**src/rtl/pulse_logger_pkg.sv**
```systemverilog
// Shared definitions for the pulse logger.
// Provides default parameter values, the two FSM state encodings and a record
// type at the default widths (the top builds its own record at its parameters).
package pulse_logger_pkg;

  localparam int unsigned WidthWDefault = 8;
  localparam int unsigned SeqWDefault   = 8;
  localparam int unsigned DepthDefault  = 4;

  // FSM state encodings
  localparam logic [0:0] StIdle = 1'b0;
  localparam logic [0:0] StHigh = 1'b1;

  typedef struct packed {
    logic [SeqWDefault-1:0]   seq;
    logic [WidthWDefault-1:0] width;
    logic                     sat;
  } pulse_rec_t;

endpackage

```
**src/rtl/sync_fifo.sv**
```systemverilog
// Synchronous FIFO for pulse records.
// Ports: clk_i/rst_ni clock and async active-low reset; clr_i empties the FIFO;
// push_i/data_i write a record; pop_i removes the head; head_o is the head record
// (zero when empty); full_o/empty_o give occupancy after the current edge.
// A push while full succeeds only if a pop happens in the same cycle.
module sync_fifo #(
  parameter type         rec_t = logic,
  parameter int unsigned DEPTH = 4
) (
  input  logic clk_i,
  input  logic rst_ni,
  input  logic clr_i,
  input  logic push_i,
  input  rec_t data_i,
  input  logic pop_i,
  output rec_t head_o,
  output logic full_o,
  output logic empty_o
);

  localparam int unsigned PtrW = $clog2(DEPTH);

  // One extra pointer bit separates full from empty when the indices match.
  logic [PtrW:0] wr_q, wr_d, rd_q, rd_d;
  rec_t          mem_q [DEPTH];
  logic          do_push, do_pop;

  assign empty_o = (wr_q == rd_q);
  assign full_o  = (wr_q[PtrW] != rd_q[PtrW]) && (wr_q[PtrW-1:0] == rd_q[PtrW-1:0]);
  assign do_pop  = pop_i && !empty_o;
  assign do_push = push_i && (!full_o || do_pop);
  assign head_o  = empty_o ? rec_t'('0) : mem_q[rd_q[PtrW-1:0]];

  always_comb begin
    wr_d = wr_q;
    rd_d = rd_q;
    if (clr_i) begin
      wr_d = '0;
      rd_d = '0;
    end else begin
      if (do_push) wr_d = wr_q + 1'b1;
      if (do_pop)  rd_d = rd_q + 1'b1;
    end
  end

  always_ff @(posedge clk_i or negedge rst_ni) begin
    if (!rst_ni) begin
      wr_q <= '0;
      rd_q <= '0;
    end else begin
      wr_q <= wr_d;
      rd_q <= rd_d;
    end
  end

  always_ff @(posedge clk_i) begin
    if (do_push && !clr_i) mem_q[wr_q[PtrW-1:0]] <= data_i;
  end

endmodule

```
**src/rtl/pulse_logger.sv**
```systemverilog
// Pulse width logger.
// Registers the conditioned level in_i once, measures each high pulse in clock
// cycles (saturating), tags it with a sequence number and queues the record.
// Ports: clk_i, rst_ni (async active-low), in_i level, clr_i sync clear,
// ev_valid_o/ev_ready_i handshake with ev_width_o/ev_sat_o/ev_seq_o record
// fields, drop_cnt_o records lost to a full FIFO, busy_o measuring, full_o FIFO full.
module pulse_logger
  import pulse_logger_pkg::*;
#(
  parameter int unsigned WIDTH_W = WidthWDefault,
  parameter int unsigned SEQ_W   = SeqWDefault,
  parameter int unsigned DEPTH   = DepthDefault
) (
  input  logic               clk_i,
  input  logic               rst_ni,
  input  logic               in_i,
  input  logic               clr_i,
  output logic               ev_valid_o,
  input  logic               ev_ready_i,
  output logic [WIDTH_W-1:0] ev_width_o,
  output logic               ev_sat_o,
  output logic [SEQ_W-1:0]   ev_seq_o,
  output logic [SEQ_W-1:0]   drop_cnt_o,
  output logic               busy_o,
  output logic               full_o
);

  typedef struct packed {
    logic [SEQ_W-1:0]   seq;
    logic [WIDTH_W-1:0] width;
    logic               sat;
  } rec_t;

  logic               s_q;
  logic [0:0]         state_q, state_d;
  logic [WIDTH_W-1:0] cnt_q, cnt_d;
  logic               sat_q, sat_d;
  logic [SEQ_W-1:0]   seq_q, seq_d;
  logic [SEQ_W-1:0]   drop_q, drop_d;
  logic               push, empty;
  rec_t               rec, head;

  assign rec = '{seq: seq_q, width: cnt_q, sat: sat_q};

  always_comb begin
    state_d = state_q;
    cnt_d   = cnt_q;
    sat_d   = sat_q;
    seq_d   = seq_q;
    drop_d  = drop_q;
    push    = 1'b0;
    if (clr_i) begin
      state_d = StIdle;
      cnt_d   = '0;
      sat_d   = 1'b0;
      seq_d   = '0;
      drop_d  = '0;
    end else begin
      unique case (state_q)
        StIdle: begin
          if (s_q) begin
            state_d = StHigh;
            cnt_d   = WIDTH_W'(1);
            sat_d   = 1'b0;
          end
        end
        default: begin
          if (s_q) begin
            if (cnt_q == '1) sat_d = 1'b1;
            else             cnt_d = cnt_q + 1'b1;
          end else begin
            push    = 1'b1;
            seq_d   = seq_q + 1'b1;
            state_d = StIdle;
            // Full with no pop this cycle: the FIFO refuses the record.
            if (full_o && !ev_ready_i && drop_q != '1) drop_d = drop_q + 1'b1;
          end
        end
      endcase
    end
  end

  always_ff @(posedge clk_i or negedge rst_ni) begin
    if (!rst_ni) begin
      s_q     <= 1'b0;
      state_q <= StIdle;
      cnt_q   <= '0;
      sat_q   <= 1'b0;
      seq_q   <= '0;
      drop_q  <= '0;
    end else begin
      s_q     <= in_i;  // deliberately untouched by clr_i
      state_q <= state_d;
      cnt_q   <= cnt_d;
      sat_q   <= sat_d;
      seq_q   <= seq_d;
      drop_q  <= drop_d;
    end
  end

  sync_fifo #(
    .rec_t (rec_t),
    .DEPTH (DEPTH)
  ) u_fifo (
    .clk_i   (clk_i),
    .rst_ni  (rst_ni),
    .clr_i   (clr_i),
    .push_i  (push),
    .data_i  (rec),
    .pop_i   (ev_ready_i),
    .head_o  (head),
    .full_o  (full_o),
    .empty_o (empty)
  );

  assign ev_valid_o = !empty;
  assign ev_width_o = head.width;
  assign ev_sat_o   = head.sat;
  assign ev_seq_o   = head.seq;
  assign drop_cnt_o = drop_q;
  assign busy_o     = (state_q == StHigh);

endmodule

```
**config.mk**
```make
export PLATFORM = sky130hd
export DESIGN_NAME = pulse_logger
export DESIGN_NICKNAME = d
export VERILOG_FILES = /design/src/rtl/pulse_logger_pkg.sv /design/src/rtl/sync_fifo.sv /design/src/rtl/pulse_logger.sv
export SDC_FILE = /design/constraint.sdc
export NUM_CORES = 1
export LEC_CHECK = 0
export ABC_AREA = 1
export CORE_ASPECT_RATIO = 0.5
export CORE_UTILIZATION = 40
export DETAILED_ROUTE_END_ITERATION = 7
export MAX_ROUTING_LAYER = met4
export PLACE_DENSITY = 0.67
export SKIP_LAST_GASP = 1
export SLEW_MARGIN = 20
export SYNTH_ARGS = -nofsm -noshare
export SYNTH_HDL_FRONTEND = slang
export SYNTH_HIERARCHICAL = 1
export SYNTH_SLANG_ARGS = --single-unit
export TNS_END_PERCENT = 10
```
**constraint.sdc**
```tcl
create_clock -name clk_i -period 3.9 [get_ports clk_i]
set_clock_uncertainty 0.2 [all_clocks]
set_input_delay 0.39 -clock clk_i [delete_from_list [all_inputs] [get_ports clk_i]]
set_output_delay 0.39 -clock clk_i [all_outputs]
set_load 0.02 [all_outputs]
```
After elaboration in Yosys (flattened, before gate mapping)

Memory sizes are Yosys's and may differ from the RTL's.
Index checks and enable logic that the tools add are counted.

Add/sub/neg operators: 5
Equality and inequality tests: 8
Muxes and demuxes: 29
Reductions and logical operators: 20

Operator list:

| operator                                               | number |
|---|---|
| 2-to-1 mux 8 bit                                       | 12 |
| adder 8 x 1 -> 8 bit (second input constant)           | 3 |
| 2-to-1 mux 17 bit                                      | 1 |
| 2-to-1 mux 1 bit                                       | 12 |
| 2-to-1 mux 3 bit                                       | 4 |
| nonzero test 2 bit                                     | 5 |
| == test 8 bit (second input constant)                  | 1 |
| inequality test 8 bit (second input constant)          | 1 |
| adder 3 x 1 -> 3 bit (second input constant)           | 2 |
| logical AND 1 bit                                      | 6 |
| AND reduction 2 bit                                    | 3 |
| zero test 1 bit                                        | 4 |
| == test 3 bit                                          | 1 |
| inequality test 3 x 2 -> 1 bit (second input constant) | 1 |
| inequality test 3 bit (second input constant)          | 1 |
| AND reduction 3 bit                                    | 1 |
| == test 2 bit                                          | 1 |
| inequality test 2 bit (second input constant)          | 1 |
| logical OR 1 bit                                       | 1 |
| inequality test 1 bit                                  | 1 |

Register bits after elaboration: 33
Memory bits (writable): 68
Input bits: 5
Output and inout port bits: 28
Word-level logic and storage cells: 71
Memories kept: 1

Memories:

| memory       | words | bits a word | rd ports | clocked after memory_dff | write ports | line            | text |
|---|---|---|---|---|---|---|---|
| u_fifo.mem_q | 4     | 17          | 1        | 0                        | 1           | sync_fifo.sv:25 | `rec_t mem_q [DEPTH];` |

Depth between registers and ports, before layout

Gate-level depths: netlist (run 1).

Word-level depth: 8
Mapped depth: 13

Modules after synthesis

Netlist (run 1), hierarchy kept.

Modules (own cells, without submodules):

| module       | times used | cells each | area each (sq um) | seq. area each (sq um) |
|---|---|---|---|---|
| sync_fifo    | 1          | 244        | 3168.0            | 2192.1 |
| pulse_logger | 1          | 204        | 1534.0            | 675.6 |

Worst setup path after synthesis (run 1)

No wires, ideal clock.

Path type: reg2reg
From: register state_q (netlist: busy_o)
To: memory u_fifo/mem_q[0][0] (netlist bit) (enable)
Setup time: 0.391 ns
Arrival: 1.726 ns
Data required time: 3.309 ns
Slack: 1.583 ns
Stages on the path, launching flop included: 5
Path buffers: 0
Period minus slack after synthesis: 2.317 ns
Path through: dfrtp_1 nand2_4 nor2_4 nand3_1 nor2_1

Word-level cells in the longest chain between the ends: 6

Ends and longest elaborated chain:

| what                                   | line               | text |
|---|---|---|
| start: declaration                     | pulse_logger.sv:35 | `logic [0:0] state_q, state_d;` |
| start signal: assignment               | pulse_logger.sv:86 | `state_q <= StIdle;` |
| start signal: assignment               | pulse_logger.sv:93 | `state_q <= state_d;` |
| 2-to-1 mux 1 bit                       | pulse_logger.sv:59 | `unique case (state_q)` |
| 2-to-1 mux 1 bit                       | pulse_logger.sv:52 | `if (clr_i) begin` |
| net push                               | pulse_logger.sv:40 | `logic push, empty;` |
| logical AND 1 bit                      | sync_fifo.sv:31    | `assign do_push = push_i && (!full_o \|\| do_pop);` |
| logical AND 1 bit                      | sync_fifo.sv:57    | `if (do_push && !clr_i) mem_q[wr_q[PtrW-1:0]] <= data_i;` |
| 2-to-1 mux 1 bit                       | sync_fifo.sv:57    |  |
| 2-to-1 mux 1 bit (implied by the code) | sync_fifo.sv:57    |  |
| end: declaration                       | sync_fifo.sv:25    |  |

The timed path passes the listed nets, and every way through them passes these cells.

Worst setup path after layout (run 1)

From: register u_fifo.rd_q[0]
To: output ev_sat_o

Word-level cells in the longest chain between the ends: 2

Ends and longest elaborated chain:

| what                                                             | line               | text |
|---|---|---|
| start: declaration                                               | sync_fifo.sv:24    | `logic [PtrW:0] wr_q, wr_d, rd_q, rd_d;` |
| start signal: assignment                                         | sync_fifo.sv:52    | `rd_q <= rd_d;` |
| memory read (4 x 17 bit) / == test 3 bit (equally long branches) | n/a                |  |
| 2-to-1 mux 17 bit (*)                                            | sync_fifo.sv:32    | `assign head_o = empty_o ? rec_t'('0) : mem_q[rd_q[PtrW-1:0]];` |
| end: declaration                                                 | pulse_logger.sv:21 | `output logic ev_sat_o,` |

Mark *: on every way between the ends. The rest lies on a longest branch, timed or not.

==> results of run 1 <==
## layout by cell type, fill, tap and decap left out, types with 2 or more instances in the layout
master,n
dfrtp_1,33
xor2_1,3
a31oi_1,2
nor3_1,2
buf_4,8
o21bai_1,2
edfxtp_1,68
mux2i_1,17
nor2_1,42
nand2_1,91
nand4_1,10
o21ai_2,4
o22ai_1,17
inv_1,54
o21ai_1,8
ha_1,8
nand2_2,6
inv_6,3
xnor2_1,2
o21ai_0,23
clkdlybuf4s50_1,32
nor2_4,2
nand3_2,2
nand3_1,28
clkbuf_16,9
## per-stage QoR
step                cell area [µm²]  instances  hold slack [ps]
floorplan                      4700        448             -106
global placement               5190        634              309
finish                         5490        650              256
detailed placement             5190        634              325
CTS                            5490        650              283
global route                   5490        650              308
## per-layer routing
metal	vias to the layer above	share of wire, %	track usage [%]
li1	1599	-	-
met1	1481	50	20.8
met2	48	46	24.2
met3	7	3.9	3.64
met4	0	0.90	4.41
met5	-	0	-
## cell families (layout without fill, tap and decap cells)
| group | Yosys count | count (layout) |
|---|---|---|
| AOI/OAI and AO/OA | 58 | 58 |
| xor gates and xnor gates | 6 | 6 |
| adders and majority gates | 8 | 8 |
| buffers and inverters | 71 | 114 |
| DFF | 101 | 101 |
| muxes | 17 | 17 |
| and+or+nand+nor | 187 | 187 |
## synth_stat cells (all sizes together)
cell and number:
o21bai 2, a21oi 1, o22ai 17, o21ai 35, ha 8, xor2 3
nand4 11, a31oi 2, dfrtp 33, buf 11, nand2 98, nor2 45
xnor2 3, inv 58, or2 1, a32o 1, nand3 30, edfxtp 68
mux2i 17, nor3 2, clkbuf 2
## critical path, cell delays in order (launching register included)
cell,delay (ps)
dfrtp_1,380
buf_4,220
inv_6,180
nand2_2,70
nand2_2,90
nand3_2,400
nand2_1,220
inv_1,50
clkdlybuf4s50_1,530
## final cells by class
type	instances	area, µm²	share of cell area, %
well taps	159	199	3.63
clock inverters	6	71.3	1.30
clock buffers	10	229	4.17
flip-flops and latches	101	2870	52.3
repair buffers	40	380	6.93
multi-input cells	276	1510	27.5
inverters	58	230	4.20
## power by group
part           internal, µW  switching, µW
logic                  37.6           74.5
clock network           504            381
registers              1140           6.94
## registers in the layout, indices dropped and copies added (netlist names)
name	flops
u_fifo/wr_q	3
cnt_q	8
seq_q	8
s_q	1
sat_q	1
drop_cnt_o	8
busy_o	1
u_fifo/rd_q	3
u_fifo/mem_q	68
## path summary, 6_finish.rpt
check	from	endpoint	slack (ps)	cells past startpoint
min in group clk_i	in_i	s_q$_DFF_PN0_	320	1
hold / removal	rst_ni	cnt_q[4]$_DFFE_PN0P_	260	2
setup reg to reg	u_fifo/rd_q[0]$_DFFE_PN0P_	u_fifo/mem_q[0][10]$_DFFE_PP_	1690	8
max in group asynchronous	rst_ni	seq_q[5]$_DFFE_PN0P_	2920	2
setup / recovery	u_fifo/rd_q[0]$_DFFE_PN0P_	ev_sat_o	810	8
hold reg to reg	sat_q$_DFFE_PN0P_	u_fifo/mem_q[1][0]$_DFFE_PP_	330	0
==> results.sh, run 1 <==
export IMPL_grt_pass1_vias=2859
export IMPL_yosys_area_share_simple_pct=17.6
export IMPL_io_pins=33
export IMPL_peakVddDrop_mv=0.222
export IMPL_synth_xor_area_share_pct=1.52
export IMPL_cts_tree="yes"
export IMPL_worst_pin_slew_ps=492
export IMPL_synth_area_mm2=0.00470
export IMPL_die_w_um=155
export IMPL_crit_type="reg -> out"
export IMPL_slew_headroom_pct=67.2
export IMPL_fin_ws_ps=814
export IMPL_wire_per_inst_um=13.3
export IMPL_yosys_area_top_type="edfxtp_1"
export IMPL_antenna_left=0
export IMPL_clock_fmax_ghz=0.324
export IMPL_coreArea_mm2=0.0112
export IMPL_path_clk_slew_ps=70
export IMPL_synth_cell_types=35
export IMPL_cp_start_kind="register"
export IMPL_final_min_clock_period_ps=3090
export IMPL_gp_congestion=0.855
export IMPL_post_drt_via_cell_ratio=4.82
export IMPL_grt_antenna_before_repair=0
export IMPL_crit_required_ps=3310
export IMPL_drc_errors=0
export IMPL_synth_warnings=6
export IMPL_drive_gt1_share_pct=9.37
export IMPL_finish_utilization_pct=48.9
export IMPL_numPortBuffers=32
export IMPL_crit_arrival_ps=2500
export IMPL_leakagePower_uw=0.00229
export IMPL_slew_violations=0
export IMPL_area_growth_pct=16.7
export IMPL_diodes=0
export IMPL_cts_resized=0
export IMPL_rsz0062_at_grt="no"
export IMPL_num_nets_final=499
export IMPL_die_y_um=78.7
export IMPL_yosysSeqAreaShare_pct=61.0
export IMPL_start_util_pct=41.9
export IMPL_root_buffer="clkbuf_16"
export IMPL_ys_ff_latch=101
export IMPL_vias=3135
export IMPL_tns_ps=0
export IMPL_setup_viol_count_final=0
export IMPL_cap_violations=0
export IMPL_firstDrtPassIters=4
export IMPL_synth_top_area_share_pct=43.4
export IMPL_netlist_instances=448
export IMPL_cts_setup_buffers=0
export IMPL_cts_buffers_inserted=9
export IMPL_synth_compound_area_share_pct=7.21
export IMPL_hp_class="in -> async"
export IMPL_rows=27
export IMPL_dieArea_mm2=0.0122
export IMPL_p_per_area_mw_per_mm2=391
export IMPL_grtUsageTotal_pct=15.7
export IMPL_clock_latency_ps=340
export IMPL_htreeDepth=3
export IMPL_drt_total_wl_um=8640
export IMPL_grt_pass1_wl_um=14200
export IMPL_clock_path_buffers=2
export IMPL_syn_nets=461
export IMPL_grt_max_degree=37
export IMPL_cts_sinks=101
export IMPL_fillers=1031
export IMPL_grt_overflow=0
export IMPL_drtIter0Drc=171
export IMPL_post_route_period_util_pct=79.1
export IMPL_synth_top_family_by_area="simple AND/OR/NAND/NOR gates"
export IMPL_end_kind="output port"
export IMPL_finalHoldViolations=0
export IMPL_crit_fanout=22
export IMPL_synth_fa_ha_area_share_pct=2.13
export IMPL_power_uw=2150
export IMPL_hpwlAfterDp_um=5780
export IMPL_avgSynthCellArea_um2=10.5
export IMPL_status="complete, no violations"
export IMPL_hold_buffers=0
export IMPL_synth_area_mux_share_pct=3.62
export IMPL_ys_top_cells_by_area="edfxtp_1 43%, dfrtp_1 18%, nand2_1 7.3%, inv_1 4.3%, mux2i_1 3.6%"
export IMPL_post_place_ws_ps=1150
Power figures use the tool's default switching activity.
==> run 2: changes to the inputs <==
Settings changed: PLACE_DENSITY 0.67 to 0.69.
Clock period 3.9 ns to 2.78 ns, I/O delays scaled along.
==> run 2 against run 1 <==
Net effect:
- worst hold slack worse by 110 ps
- sequential share of layout area down 0.39 points
- register-to-register slack worse by 1000 ps
- clock power up 32%
- die area unchanged
- via count up 2.4%
- non-clock buffer count up 6
- worst setup slack worse by 640 ps
- sequential power up 40%
- first-iteration DRC count up 39%
- final cell count up 0.92%
- global-route usage up 0.76 points
==> results.sh, run 2 (same netlist as run 1, synthesis figures left out) <==
export IMPL_status="complete, no violations"
export IMPL_hp_class="in -> async"
export IMPL_slowest_delay_ps=590
export IMPL_final_cell_mix="91 x nand2_1, 68 x edfxtp_1, 54 x inv_1"
export IMPL_rsz0062_at_grt="no"
export IMPL_grt_antenna_before_repair=0
export IMPL_firstDrtPassIters=4
export IMPL_clock_fmax_ghz=0.383
export IMPL_wire_per_inst_um=13.6
export IMPL_cp_start_kind="register"
export IMPL_drt_total_wl_um=8890
export IMPL_crit_arrival_ps=2130
export IMPL_clock_latency_ps=340
export IMPL_post_route_period_util_pct=93.8
export IMPL_fin_ws_ps=171
export IMPL_critPathSlowestCell="clkdlybuf4s50_1"
export IMPL_cts_setup_buffers=0
export IMPL_coreArea_mm2=0.0112
export IMPL_gp_congestion=0.857
export IMPL_fillers=1030
export IMPL_die_w_um=155
export IMPL_peakVddDrop_mv=0.306
export IMPL_path_clk_slew_ps=70
export IMPL_grt_overflow=0
export IMPL_post_drt_via_cell_ratio=4.89
export IMPL_rows=27
export IMPL_seqCellArea_mm2=0.00287
export IMPL_p_per_area_mw_per_mm2=533
export IMPL_clock_path_buffers=2
export IMPL_vias=3210
export IMPL_grtUsageTotal_pct=16.4
export IMPL_crit_chain="buf_6 -> o21ai_0 -> o22ai_1 -> nand2_1 -> inv_1 -> clkdlybuf4s50_1"
export IMPL_cts_buffers_inserted=9
export IMPL_hold_buffers=0
export IMPL_num_nets_final=505
export IMPL_cts_sinks=101
export IMPL_end_kind="output port"
export IMPL_cts_tree="yes"
export IMPL_antenna_left=0
export IMPL_die_y_um=78.7
export IMPL_drive_gt1_share_pct=10.7
export IMPL_numPortBuffers=32
export IMPL_final_min_clock_period_ps=2610
export IMPL_crit_fanout=22
export IMPL_slew_headroom_pct=70.5
export IMPL_hpwlAfterDp_um=6000
export IMPL_grt_pass1_vias=2960
export IMPL_diodes=0
export IMPL_tns_ps=0
export IMPL_grt_max_degree=37
export IMPL_cap_violations=0
export IMPL_dieArea_mm2=0.0122
export IMPL_final_common_cell="nand2_1"
export IMPL_area_growth_pct=17.6
export IMPL_finalHoldViolations=0
export IMPL_root_buffer="clkbuf_16"
export IMPL_start_util_pct=41.9
export IMPL_leakagePower_uw=0.00232
export IMPL_drc_errors=0
export IMPL_htreeDepth=3
export IMPL_post_place_ws_ps=431
export IMPL_slew_violations=0
export IMPL_drtIter0Drc=237
export IMPL_crit_type="reg -> out"
export IMPL_crit_required_ps=2300
export IMPL_worst_pin_slew_ps=442
export IMPL_grt_pass1_wl_um=14700
export IMPL_multi_input_area_mm2=0.00151
export IMPL_setup_viol_count_final=0
export IMPL_largest_reg_flops=68
export IMPL_io_pins=33
-- run 2: timing repair --
| item | CTS | global route |
|---|---|---|
| endpoints found under the setup margin | 0 | 17 |
| endpoints found under the hold margin | 0 | 0 |
| gates resized for setup | 0 | 4 |
-- run 2: through the flow --
| stage | power, µW | std cells | utilization, % | instance area (µm²) | hold slack [ps] |
|---|---|---|---|---|---|
| after floorplan | 1750 | 448 | - | 4700 | -218 |
| after global placement | 1810 | 640 | 46.6 | 5230 | 304 |
| after detailed placement | 1810 | 640 | 46.6 | 5230 | 310 |
| after CTS | 2970 | 656 | 49.2 | 5510 | 164 |
| after global routing | 3050 | 656 | 49.3 | 5530 | 184 |
| final | 2950 | 656 | 49.3 | 5530 | 143 |
-- run 2: layout make-up --
cell class | instances | area share (%)
multi-input cells | 276 | 27.3
repair buffers | 46 | 7.97
inverters | 58 | 4.16
flip-flops and latches | 101 | 51.9
clock inverters | 7 | 1.02
well taps | 159 | 3.60
clock buffers | 9 | 4.07
-- run 2: critical path: cells and delay by family, from the launching register on --
family,cells,cell delay (ps)
flops,1,470
simple gates,1,70
buf+inv,3,910
compound gates,2,330
-- run 2: report_power, final --
| group | internal [µW] | switching (µW) | leakage, µW | total (µW) |
|---|---|---|---|---|
| Clock | 619 | 550 | 0.000137 | 1170 |
| Sequential | 1600 | 11.5 | 0.00114 | 1610 |
| Combinational | 58.3 | 105 | 0.00104 | 163 |
-- run 2: worst paths after layout --
path	slack (ps)	cells past startpoint	startpoint	to
setup / recovery	170	6	u_fifo/rd_q[0]$_DFFE_PN0P_	ev_seq_o[1]
hold / removal	140	2	rst_ni	cnt_q[7]$_DFFE_PN0P_
setup reg to reg	690	7	u_fifo/wr_q[0]$_DFFE_PN0P_	u_fifo/mem_q[3][5]$_DFFE_PP_
hold reg to reg	330	0	sat_q$_DFFE_PN0P_	u_fifo/mem_q[0][0]$_DFFE_PP_
max in group asynchronous	1920	2	rst_ni	u_fifo/wr_q[1]$_DFFE_PN0P_
min in group clk_i	220	1	in_i	s_q$_DFF_PN0_
-- run 2: metal layers --
metal | global-route usage, % | share of wire, % | vias to the layer above | wire, µm
met3 | 4.58 | 5.8 | 9 | 515
met5 | - | 0 | - | 0
met4 | 3.73 | 0.99 | 0 | 88
met1 | 21.9 | 48 | 1499 | 4300
li1 | - | - | 1610 | -
met2 | 25.1 | 45 | 92 | 3990
